File: src/rtl/alu_dispatch_if.sv
// Request/response bundle between register read, alu_dispatch and writeback.
// With ILLEGAL_TRAP_EN defined the response carries an extra 'illegal' flag.
interface alu_dispatch_if #(parameter int XLEN = 32);
  logic            in_valid;
  logic            in_ready;
  logic [31:0]     instr;
  logic [XLEN-1:0] pc;
  logic [XLEN-1:0] rs1_data;
  logic [XLEN-1:0] rs2_data;
  logic            out_valid;
  logic            out_ready;
  logic            wb_en;
  logic [4:0]      wb_rd;
  logic [XLEN-1:0] wb_data;
  logic            br_taken;
  logic [XLEN-1:0] br_target;
`ifdef ILLEGAL_TRAP_EN
  logic            illegal;

  modport master (output in_valid, instr, pc, rs1_data, rs2_data, out_ready,
                  input  in_ready, out_valid, wb_en, wb_rd, wb_data, br_taken, br_target, illegal);
  modport slave  (input  in_valid, instr, pc, rs1_data, rs2_data, out_ready,
                  output in_ready, out_valid, wb_en, wb_rd, wb_data, br_taken, br_target, illegal);
`else
  modport master (output in_valid, instr, pc, rs1_data, rs2_data, out_ready,
                  input  in_ready, out_valid, wb_en, wb_rd, wb_data, br_taken, br_target);
  modport slave  (input  in_valid, instr, pc, rs1_data, rs2_data, out_ready,
                  output in_ready, out_valid, wb_en, wb_rd, wb_data, br_taken, br_target);
`endif
endinterface

File: src/rtl/alu_dispatch.sv
// ALU issue stage: decodes RV32 R/I/B ops onto an external combinational ALU, captures its result
// and returns a writeback/branch response. Optional macro ILLEGAL_TRAP_EN adds the 'illegal' flag.
module alu_dispatch #(
  parameter int XLEN     = 32,
  parameter bit RST_PC_Z = 1'b1
) (
  input  logic             clk,
  input  logic             rst_n,
  alu_dispatch_if.slave    bus,
  output logic [XLEN-1:0]  alu_in1,
  output logic [XLEN-1:0]  alu_in2,
  output logic [2:0]       alu_control,
  input  logic [XLEN-1:0]  alu_result,
  input  logic             alu_zero
);
  localparam logic [2:0] ALU_AND = 3'b000, ALU_OR = 3'b001, ALU_ADD = 3'b010, ALU_SUB = 3'b011,
                         ALU_LT  = 3'b100, ALU_GE = 3'b101, ALU_EQ  = 3'b110;
  localparam logic [6:0] OP_R = 7'b0110011, OP_I = 7'b0010011, OP_B = 7'b1100011;
  localparam logic [XLEN-1:0] SIGN_MASK = {1'b1, {(XLEN-1){1'b0}}};
  localparam logic [XLEN-1:0] BR_RST    = RST_PC_Z ? '0 : '0;

  typedef enum logic [1:0] {IDLE, EXEC, RESP} state_t;
  state_t state, state_nxt;

  logic            live;
  logic            accept;
  logic [6:0]      op;
  logic [2:0]      f3;
  logic [6:0]      f7;
  logic [4:0]      rd;
  logic [XLEN-1:0] imm_i, imm_b;
  logic [2:0]      d_ctl;
  logic [XLEN-1:0] d_in1, d_in2;
  logic            d_wb, d_br, d_inv, d_ill;
  logic            wb_en_q, br_taken_q, is_br, br_inv;
  logic [4:0]      wb_rd_q;
  logic [XLEN-1:0] wb_data_q, br_target_q;
  logic            unused_bits;

  assign op    = bus.instr[6:0];
  assign f3    = bus.instr[14:12];
  assign f7    = bus.instr[31:25];
  assign rd    = bus.instr[11:7];
  assign imm_i = {{(XLEN-12){bus.instr[31]}}, bus.instr[31:20]};
  assign imm_b = {{(XLEN-12){bus.instr[31]}}, bus.instr[7], bus.instr[30:25], bus.instr[11:8], 1'b0};
  assign unused_bits = ^bus.instr[19:15];

  // live gates in_ready for one cycle after reset so nothing is accepted on the reset-release edge
  assign bus.in_ready = live & ((state == IDLE) | ((state == RESP) & bus.out_ready));
  assign accept       = bus.in_valid & bus.in_ready;

  always_comb begin
    d_ctl = ALU_ADD;
    d_in1 = '0;
    d_in2 = '0;
    d_wb  = 1'b0;
    d_br  = 1'b0;
    d_inv = 1'b0;
    d_ill = 1'b0;
    case (op)
      OP_R: begin
        d_in1 = bus.rs1_data;
        d_in2 = bus.rs2_data;
        d_wb  = 1'b1;
        case ({f7, f3})
          {7'h00, 3'b000}: d_ctl = ALU_ADD;
          {7'h20, 3'b000}: d_ctl = ALU_SUB;
          {7'h00, 3'b111}: d_ctl = ALU_AND;
          {7'h00, 3'b110}: d_ctl = ALU_OR;
          default:         d_ill = 1'b1;
        endcase
      end
      OP_I: begin
        d_in1 = bus.rs1_data;
        d_in2 = imm_i;
        d_wb  = 1'b1;
        case (f3)
          3'b000:  d_ctl = ALU_ADD;
          3'b111:  d_ctl = ALU_AND;
          3'b110:  d_ctl = ALU_OR;
          default: d_ill = 1'b1;
        endcase
      end
      OP_B: begin
        d_in1 = bus.rs1_data;
        d_in2 = bus.rs2_data;
        d_br  = 1'b1;
        case (f3)
          3'b000:  d_ctl = ALU_EQ;
          3'b001:  begin d_ctl = ALU_EQ; d_inv = 1'b1; end
          // signed compares reuse the unsigned ALU by flipping both sign bits
          3'b100:  begin d_ctl = ALU_LT; d_in1 = bus.rs1_data ^ SIGN_MASK; d_in2 = bus.rs2_data ^ SIGN_MASK; end
          3'b101:  begin d_ctl = ALU_GE; d_in1 = bus.rs1_data ^ SIGN_MASK; d_in2 = bus.rs2_data ^ SIGN_MASK; end
          3'b110:  d_ctl = ALU_LT;
          3'b111:  d_ctl = ALU_GE;
          default: d_ill = 1'b1;
        endcase
      end
      default: d_ill = 1'b1;
    endcase
    if (d_ill) begin
      d_ctl = ALU_ADD;
      d_in1 = '0;
      d_in2 = '0;
      d_wb  = 1'b0;
      d_br  = 1'b0;
      d_inv = 1'b0;
    end
    if (rd == 5'd0) d_wb = 1'b0;
  end

  always_ff @(posedge clk) begin
    if (!rst_n) state <= IDLE;
    else        state <= state_nxt;
  end

  always_comb begin
    state_nxt = state;
    case (state)
      IDLE:    if (accept) state_nxt = EXEC;
      EXEC:    state_nxt = RESP;
      RESP:    if (bus.out_ready) state_nxt = accept ? EXEC : IDLE;
      default: state_nxt = IDLE;
    endcase
  end

  always_ff @(posedge clk) begin
    if (!rst_n) begin
      live        <= 1'b0;
      alu_in1     <= '0;
      alu_in2     <= '0;
      alu_control <= ALU_ADD;
      wb_en_q     <= 1'b0;
      wb_rd_q     <= '0;
      wb_data_q   <= '0;
      br_taken_q  <= 1'b0;
      br_target_q <= BR_RST;
      is_br       <= 1'b0;
      br_inv      <= 1'b0;
    end else begin
      live <= 1'b1;
      if (accept) begin
        alu_in1     <= d_in1;
        alu_in2     <= d_in2;
        alu_control <= d_ctl;
        wb_en_q     <= d_wb;
        wb_rd_q     <= rd;
        br_target_q <= bus.pc + imm_b;
        is_br       <= d_br;
        br_inv      <= d_inv;
      end
      if (state == EXEC) begin
        wb_data_q  <= alu_result;
        br_taken_q <= is_br & (alu_zero ^ br_inv);
      end
    end
  end

`ifdef ILLEGAL_TRAP_EN
  logic illegal_q;
  always_ff @(posedge clk) begin
    if (!rst_n)      illegal_q <= 1'b0;
    else if (accept) illegal_q <= d_ill;
  end
  assign bus.illegal = illegal_q & (state == RESP);
`endif

  assign bus.out_valid = (state == RESP);
  assign bus.wb_en     = wb_en_q;
  assign bus.wb_rd     = wb_rd_q;
  assign bus.wb_data   = wb_data_q;
  assign bus.br_taken  = br_taken_q;
  assign bus.br_target = br_target_q;
endmodule

File: src/flat_wrapper.sv
// flat-port wrapper written by rule: the top's interface ports become plain ports
module alu_dispatch_flat 
#(
  parameter int XLEN     = 32,
  parameter bit RST_PC_Z = 1'b1
)
  (clk, rst_n, alu_in1, alu_in2, alu_control, alu_result, alu_zero, bus_in_valid, bus_instr, bus_pc, bus_rs1_data, bus_rs2_data, bus_out_ready, bus_in_ready, bus_out_valid, bus_wb_en, bus_wb_rd, bus_wb_data, bus_br_taken, bus_br_target);
  alu_dispatch_if #(.XLEN(XLEN)) bus_i ();
  input  logic clk;
  input  logic rst_n;
  output logic [XLEN-1:0] alu_in1;
  output logic [XLEN-1:0] alu_in2;
  output logic [2:0] alu_control;
  input  logic [XLEN-1:0] alu_result;
  input  logic alu_zero;
  input wire logic [$bits(bus_i.in_valid)-1:0] bus_in_valid;
  input wire logic [$bits(bus_i.instr)-1:0] bus_instr;
  input wire logic [$bits(bus_i.pc)-1:0] bus_pc;
  input wire logic [$bits(bus_i.rs1_data)-1:0] bus_rs1_data;
  input wire logic [$bits(bus_i.rs2_data)-1:0] bus_rs2_data;
  input wire logic [$bits(bus_i.out_ready)-1:0] bus_out_ready;
  output wire logic [$bits(bus_i.in_ready)-1:0] bus_in_ready;
  output wire logic [$bits(bus_i.out_valid)-1:0] bus_out_valid;
  output wire logic [$bits(bus_i.wb_en)-1:0] bus_wb_en;
  output wire logic [$bits(bus_i.wb_rd)-1:0] bus_wb_rd;
  output wire logic [$bits(bus_i.wb_data)-1:0] bus_wb_data;
  output wire logic [$bits(bus_i.br_taken)-1:0] bus_br_taken;
  output wire logic [$bits(bus_i.br_target)-1:0] bus_br_target;
  assign bus_i.in_valid = bus_in_valid;
  assign bus_i.instr = bus_instr;
  assign bus_i.pc = bus_pc;
  assign bus_i.rs1_data = bus_rs1_data;
  assign bus_i.rs2_data = bus_rs2_data;
  assign bus_i.out_ready = bus_out_ready;
  assign bus_in_ready = bus_i.in_ready;
  assign bus_out_valid = bus_i.out_valid;
  assign bus_wb_en = bus_i.wb_en;
  assign bus_wb_rd = bus_i.wb_rd;
  assign bus_wb_data = bus_i.wb_data;
  assign bus_br_taken = bus_i.br_taken;
  assign bus_br_target = bus_i.br_target;
  alu_dispatch #(.XLEN(XLEN), .RST_PC_Z(RST_PC_Z)) u_core (.clk(clk), .rst_n(rst_n), .bus(bus_i), .alu_in1(alu_in1), .alu_in2(alu_in2), .alu_control(alu_control), .alu_result(alu_result), .alu_zero(alu_zero));
endmodule
File: config.mk
export PLATFORM = sky130hd
export DESIGN_NAME = alu_dispatch_flat
export DESIGN_NICKNAME = d
export VERILOG_FILES = /design/src/rtl/alu_dispatch_if.sv /design/src/rtl/alu_dispatch.sv /design/src/flat_wrapper.sv
export SDC_FILE = /design/constraint.sdc
export NUM_CORES = 1
export LEC_CHECK = 0
export CAP_MARGIN = 5
export CORE_MARGIN = 2
export CORE_UTILIZATION = 40
export DETAILED_ROUTE_END_ITERATION = 8
export PLACE_DENSITY = 0.76
export SYNTH_ARGS = -nofsm -noshare
export SYNTH_HDL_FRONTEND = slang
export SYNTH_SLANG_ARGS = --single-unit
File: constraint.sdc
create_clock -name clk -period 3.85 [get_ports clk]
set_clock_uncertainty 0.1 [all_clocks]
set_input_delay 0.77 -clock clk [delete_from_list [all_inputs] [get_ports clk]]
set_output_delay 0.77 -clock clk [all_outputs]
set_load 0.05 [all_outputs]
==> results.txt <==
The total length of routed wires is 24400 um. The kind of end point of the critical path is a flop. The number of global-route vias before repair is 6981. The total DRC errors in the routed layout is 0. The hold slack came out at 0.348 ns. The share of power burned in registers came out at 0.379. The number of buffers added for setup after CTS is 0. The first detailed-routing pass took 5 iterations. The kind of cell adding the most delay to the critical path is compound AO/OA/AOI/OAI gates. The leakage power figure is 4.05 nW.

At the pin with the least slew margin, the transition time is 1.05 ns. The number of nets handed over by synthesis was 1093. The number of buffers inserted by hold repair at cts came out at 0. Setup repair after global routing left no endpoint under its margin.

The switching share of power is 0.294. The remaining number of nets flagged by the antenna check after routing is 0. The wire length per cell after detailed routing is 17.2 um. The average vias per placed instance is 5.31. The highest cell delay on the worst timing path came out at 0.52 ns.

The critical path contains buffers and inverters numbering 2 combined. Along the worst path, the maximum fanout reaches 4. The total power density per cell area is 373 nW/um2.

Detailed placement ended at an HPWL of 18200 um. The mean area per synthesized cell is 7.89 um2. The netlist area before placement came out at 7080 um2. The area share of the largest cell type after synthesis came out at 0.404. The total via count after detailed routing is 7521. The die covers 18800 um2. The first-pass GRT wire length came out at 36700 um. Buffers inserted during clock tree synthesis total 17. The register area share after synthesis is 0.404. The internal power of the cells totals 0.00287 W. The final core utilization came out at 0.631. The number of antenna cells inserted is 0. The number of design-rule violations left by the first detailed-router iteration is 412. The later pin in the worst-skew pair is clocked with a latency of 0.42 ns. The number of enable flip-flop cells after synthesis is 0. Counting every sink on the clock net gives 143. The die boundary height is 137 um.

The post-placement worst setup slack is 0.209 ns. The die is 137 um wide. The number of gates resized after cts came out at 0. The slack of the critical path is 0.561 ns.

The number of endpoints failing setup at the final stage is 0. The flow ran to the end, and the final reports show no timing, DRC or antenna violations. The top cell type by total area after synthesis is dfxtp_1.

The worst setup path is of the in2reg kind. Clock-pin slew was measured on the worst setup and hold paths at 0.07 ns. The number of fill cells in the layout is 1587. For this design, the slowest cell found on the critical path is clkdlybuf4s50_1. The largest net degree at the start of global routing came out at 61. The starting density of the core is 0.409. The highest ir drop seen on vdd is 0.307 mV. The synthesis-to-layout area growth is 54.2%.

Subtracting the final worst setup slack from the clock period gives 3.29 ns. The area of the core region came out at 17300 um2. The number of nets in the layout is 1374. The fraction of the cycle the final worst path needs is 0.854. The worst-case clock buffer depth came out at 2. The proportion of layout cells with a drive suffix above 1 came out at 0.0596.

Global routing finished with a remaining overflow of 0. The signal on the critical path passes through clkdlybuf4s50_1 > ha_1 > o211ai_1 > o211ai_1 > a21boi_1 > buf_4 > nor4_1 > nor2_1 > o21ai_0 > mux2i_1. The TritonCTS clock tree is done. The tightest slew margin relative to the limit came out at 0.297. The share of total power dissipated in combinational logic is 0.208. The number of max-capacitance violations reported is 0. The data arrival time of the worst path is 3.55 ns.

The count of input and output buffers came out at 299. The global-route usage over all layers is 0.251. The hold violation total from the final report came to 0.

The async set or reset register ratio after synthesis came out at 0. Summed over all failing endpoints, the final setup total negative slack is 0 ns. The worst setup path is launched from a primary input.

The most used flip-flop cell after synthesis is dfxtp_1. The master cell of the clock root buffer is clkbuf_16. The most prevalent standard cell on the critical path is o211ai_1. The number of unique standard cell types used by synthesis came out at 58. The total number of yosys warnings came out at 0. The H-tree depth is 4. The total design power came out at 0.00407 W.

The final-report max-slew violation count came out at 0. The count of mapped cells out of synthesis came out at 897. The number of antenna violations at the first check in global routing is 0. The share of total power dissipated in the clock network is 0.413. For this design the top-level I/O count stands at 305. After synthesis, the cell types taking the most area are dfxtp_1 40%, nand2_1 8.8%, a21oi_1 8.1%. The required time at the endpoint of the critical path is 4.11 ns. The switching component of the power is 0.00120 W. The flop and latch count out of synthesis is 143.

Static timing analysis puts the maximum clock frequency at 0.304 GHz. The initialized floorplan defines 48 standard-cell rows. The class of the worst hold path is reg2reg. The placer congestion estimate came out at 0.921.
-- registers in the layout, indices dropped and copies added, names as in the netlist --
signal	count
u_core.alu_in1	32
u_core.alu_in2	32
u_core.bus.br_target	32
u_core.bus.wb_data	32
u_core.bus.wb_rd	5
u_core.alu_control	3
u_core.state	2
u_core.br_inv	1
u_core.bus.br_taken	1
u_core.bus.wb_en	1
u_core.is_br	1
u_core.live	1
-- area by class of cell --
cell class                      instances  area, um2  share of cell area
Tap cell                              225        282              0.0258
Timing Repair Buffer                  323       3200               0.293
Sequential cell                       143       2860               0.262
Clock buffer                           19        443              0.0406
Clock inverter                         13        151              0.0139
Inverter                               14       53.8             0.00493
Multi-Input combinational cell        679       3930               0.360
-- worst paths after layout --
kind	from	to	slack [ns]	depth (start not counted)
max	bus_instr[25]	u_core.bus.br_target[31]	0.56	10
min	u_core.bus.br_target[14]	u_core.bus.br_target[14]	0.35	2
max reg2reg	u_core.state[1]	u_core.alu_in2[17]	1.68	7
min reg2reg	u_core.bus.br_target[14]	u_core.bus.br_target[14]	0.35	2
-- metrics by stage --
stage,area (um2),instances
4_1_cts,10900,1416
2_1_floorplan,7080,897
3_3_place_gp,10300,1384
5_1_grt,10900,1416
6_report,10900,1416
3_5_place_dp,10300,1384
-- kinds of logic (layout without fill, tap and decap cells) --
family | Yosys count | count (layout) | synth area share
adder cells (fa/ha/maj) | 31 | 31 | 0.0559
flip-flops | 143 | 143 | 0.404
AND/OR/NAND/NOR | 336 | 336 | 0.211
AO/OA/AOI/OAI | 283 | 283 | 0.249
XOR/XNOR | 25 | 25 | 0.0309
buffers and inverters | 75 | 369 | 0.0429
multiplexers | 4 | 4 | 0.00583
-- layout by cell type, fill, tap and decap left out, types with 7 or more instances in the layout --
| cell type | count |
|---|---|
| ha_1 | 30 |
| buf_4 | 23 |
| xor2_1 | 14 |
| xnor2_1 | 11 |
| inv_1 | 13 |
| a21o_1 | 11 |
| o21ai_0 | 49 |
| nand3_1 | 22 |
| clkdlybuf4s50_1 | 298 |
| nor2_1 | 73 |
| a22oi_1 | 49 |
| and2_1 | 24 |
| nor3_1 | 8 |
| o211ai_1 | 7 |
| nand2_1 | 165 |
| clkbuf_16 | 17 |
| and3_1 | 8 |
| a21oi_1 | 114 |
| dfxtp_1 | 143 |
| nand4_1 | 8 |
| a22o_1 | 11 |
-- power by group through the flow --
stage	Sequential (W)	Combinational [W]	Clock [W]
after floorplan	0.00171	0.000341	0
after global placement	0.00157	0.000840	0
after detailed placement	0.00158	0.000843	0
after CTS	0.00154	0.000848	0.00171
after global routing	0.00155	0.000911	0.00177
final	0.00154	0.000848	0.00168
-- worst register-to-register path, cell delays in order, from the launching register on --
cell and delay (ns):
dfxtp_1 0.36, nor2b_1 0.16, nor3b_1 0.07, buf_4 0.17, nand2_4 0.25, a21o_1 0.54, o21ai_0 0.23, and2_1 0.19
-- cells in the mapped netlist, types with 3 or more instances --
cell,number
nand2_1,166
dfxtp_1,143
a21oi_1,115
nor2_1,73
a22oi_1,49
o21ai_0,49
clkbuf_1,40
ha_1,30
and2_1,24
nand3_1,22
buf_2,17
xor2_1,14
inv_1,13
a21o_1,11
a22o_1,11
xnor2_1,11
and3_1,8
nand4_1,8
nor3_1,8
o211ai_1,7
nand2b_1,6
o21a_1,6
nor4_1,5
a31oi_1,4
nor2b_1,4
o31ai_1,4
a211oi_1,3
buf_1,3
mux2i_1,3
o21ai_1,3
o21bai_1,3
-- layer usage --
layer,vias up,wire [um],track usage
met4,0,572,0.0934
li1,3725,-,-
met1,3476,9960,0.303
met2,285,11800,0.418
met3,35,2050,0.0770
met5,-,0,0
Power figures use the tool's default switching activity.
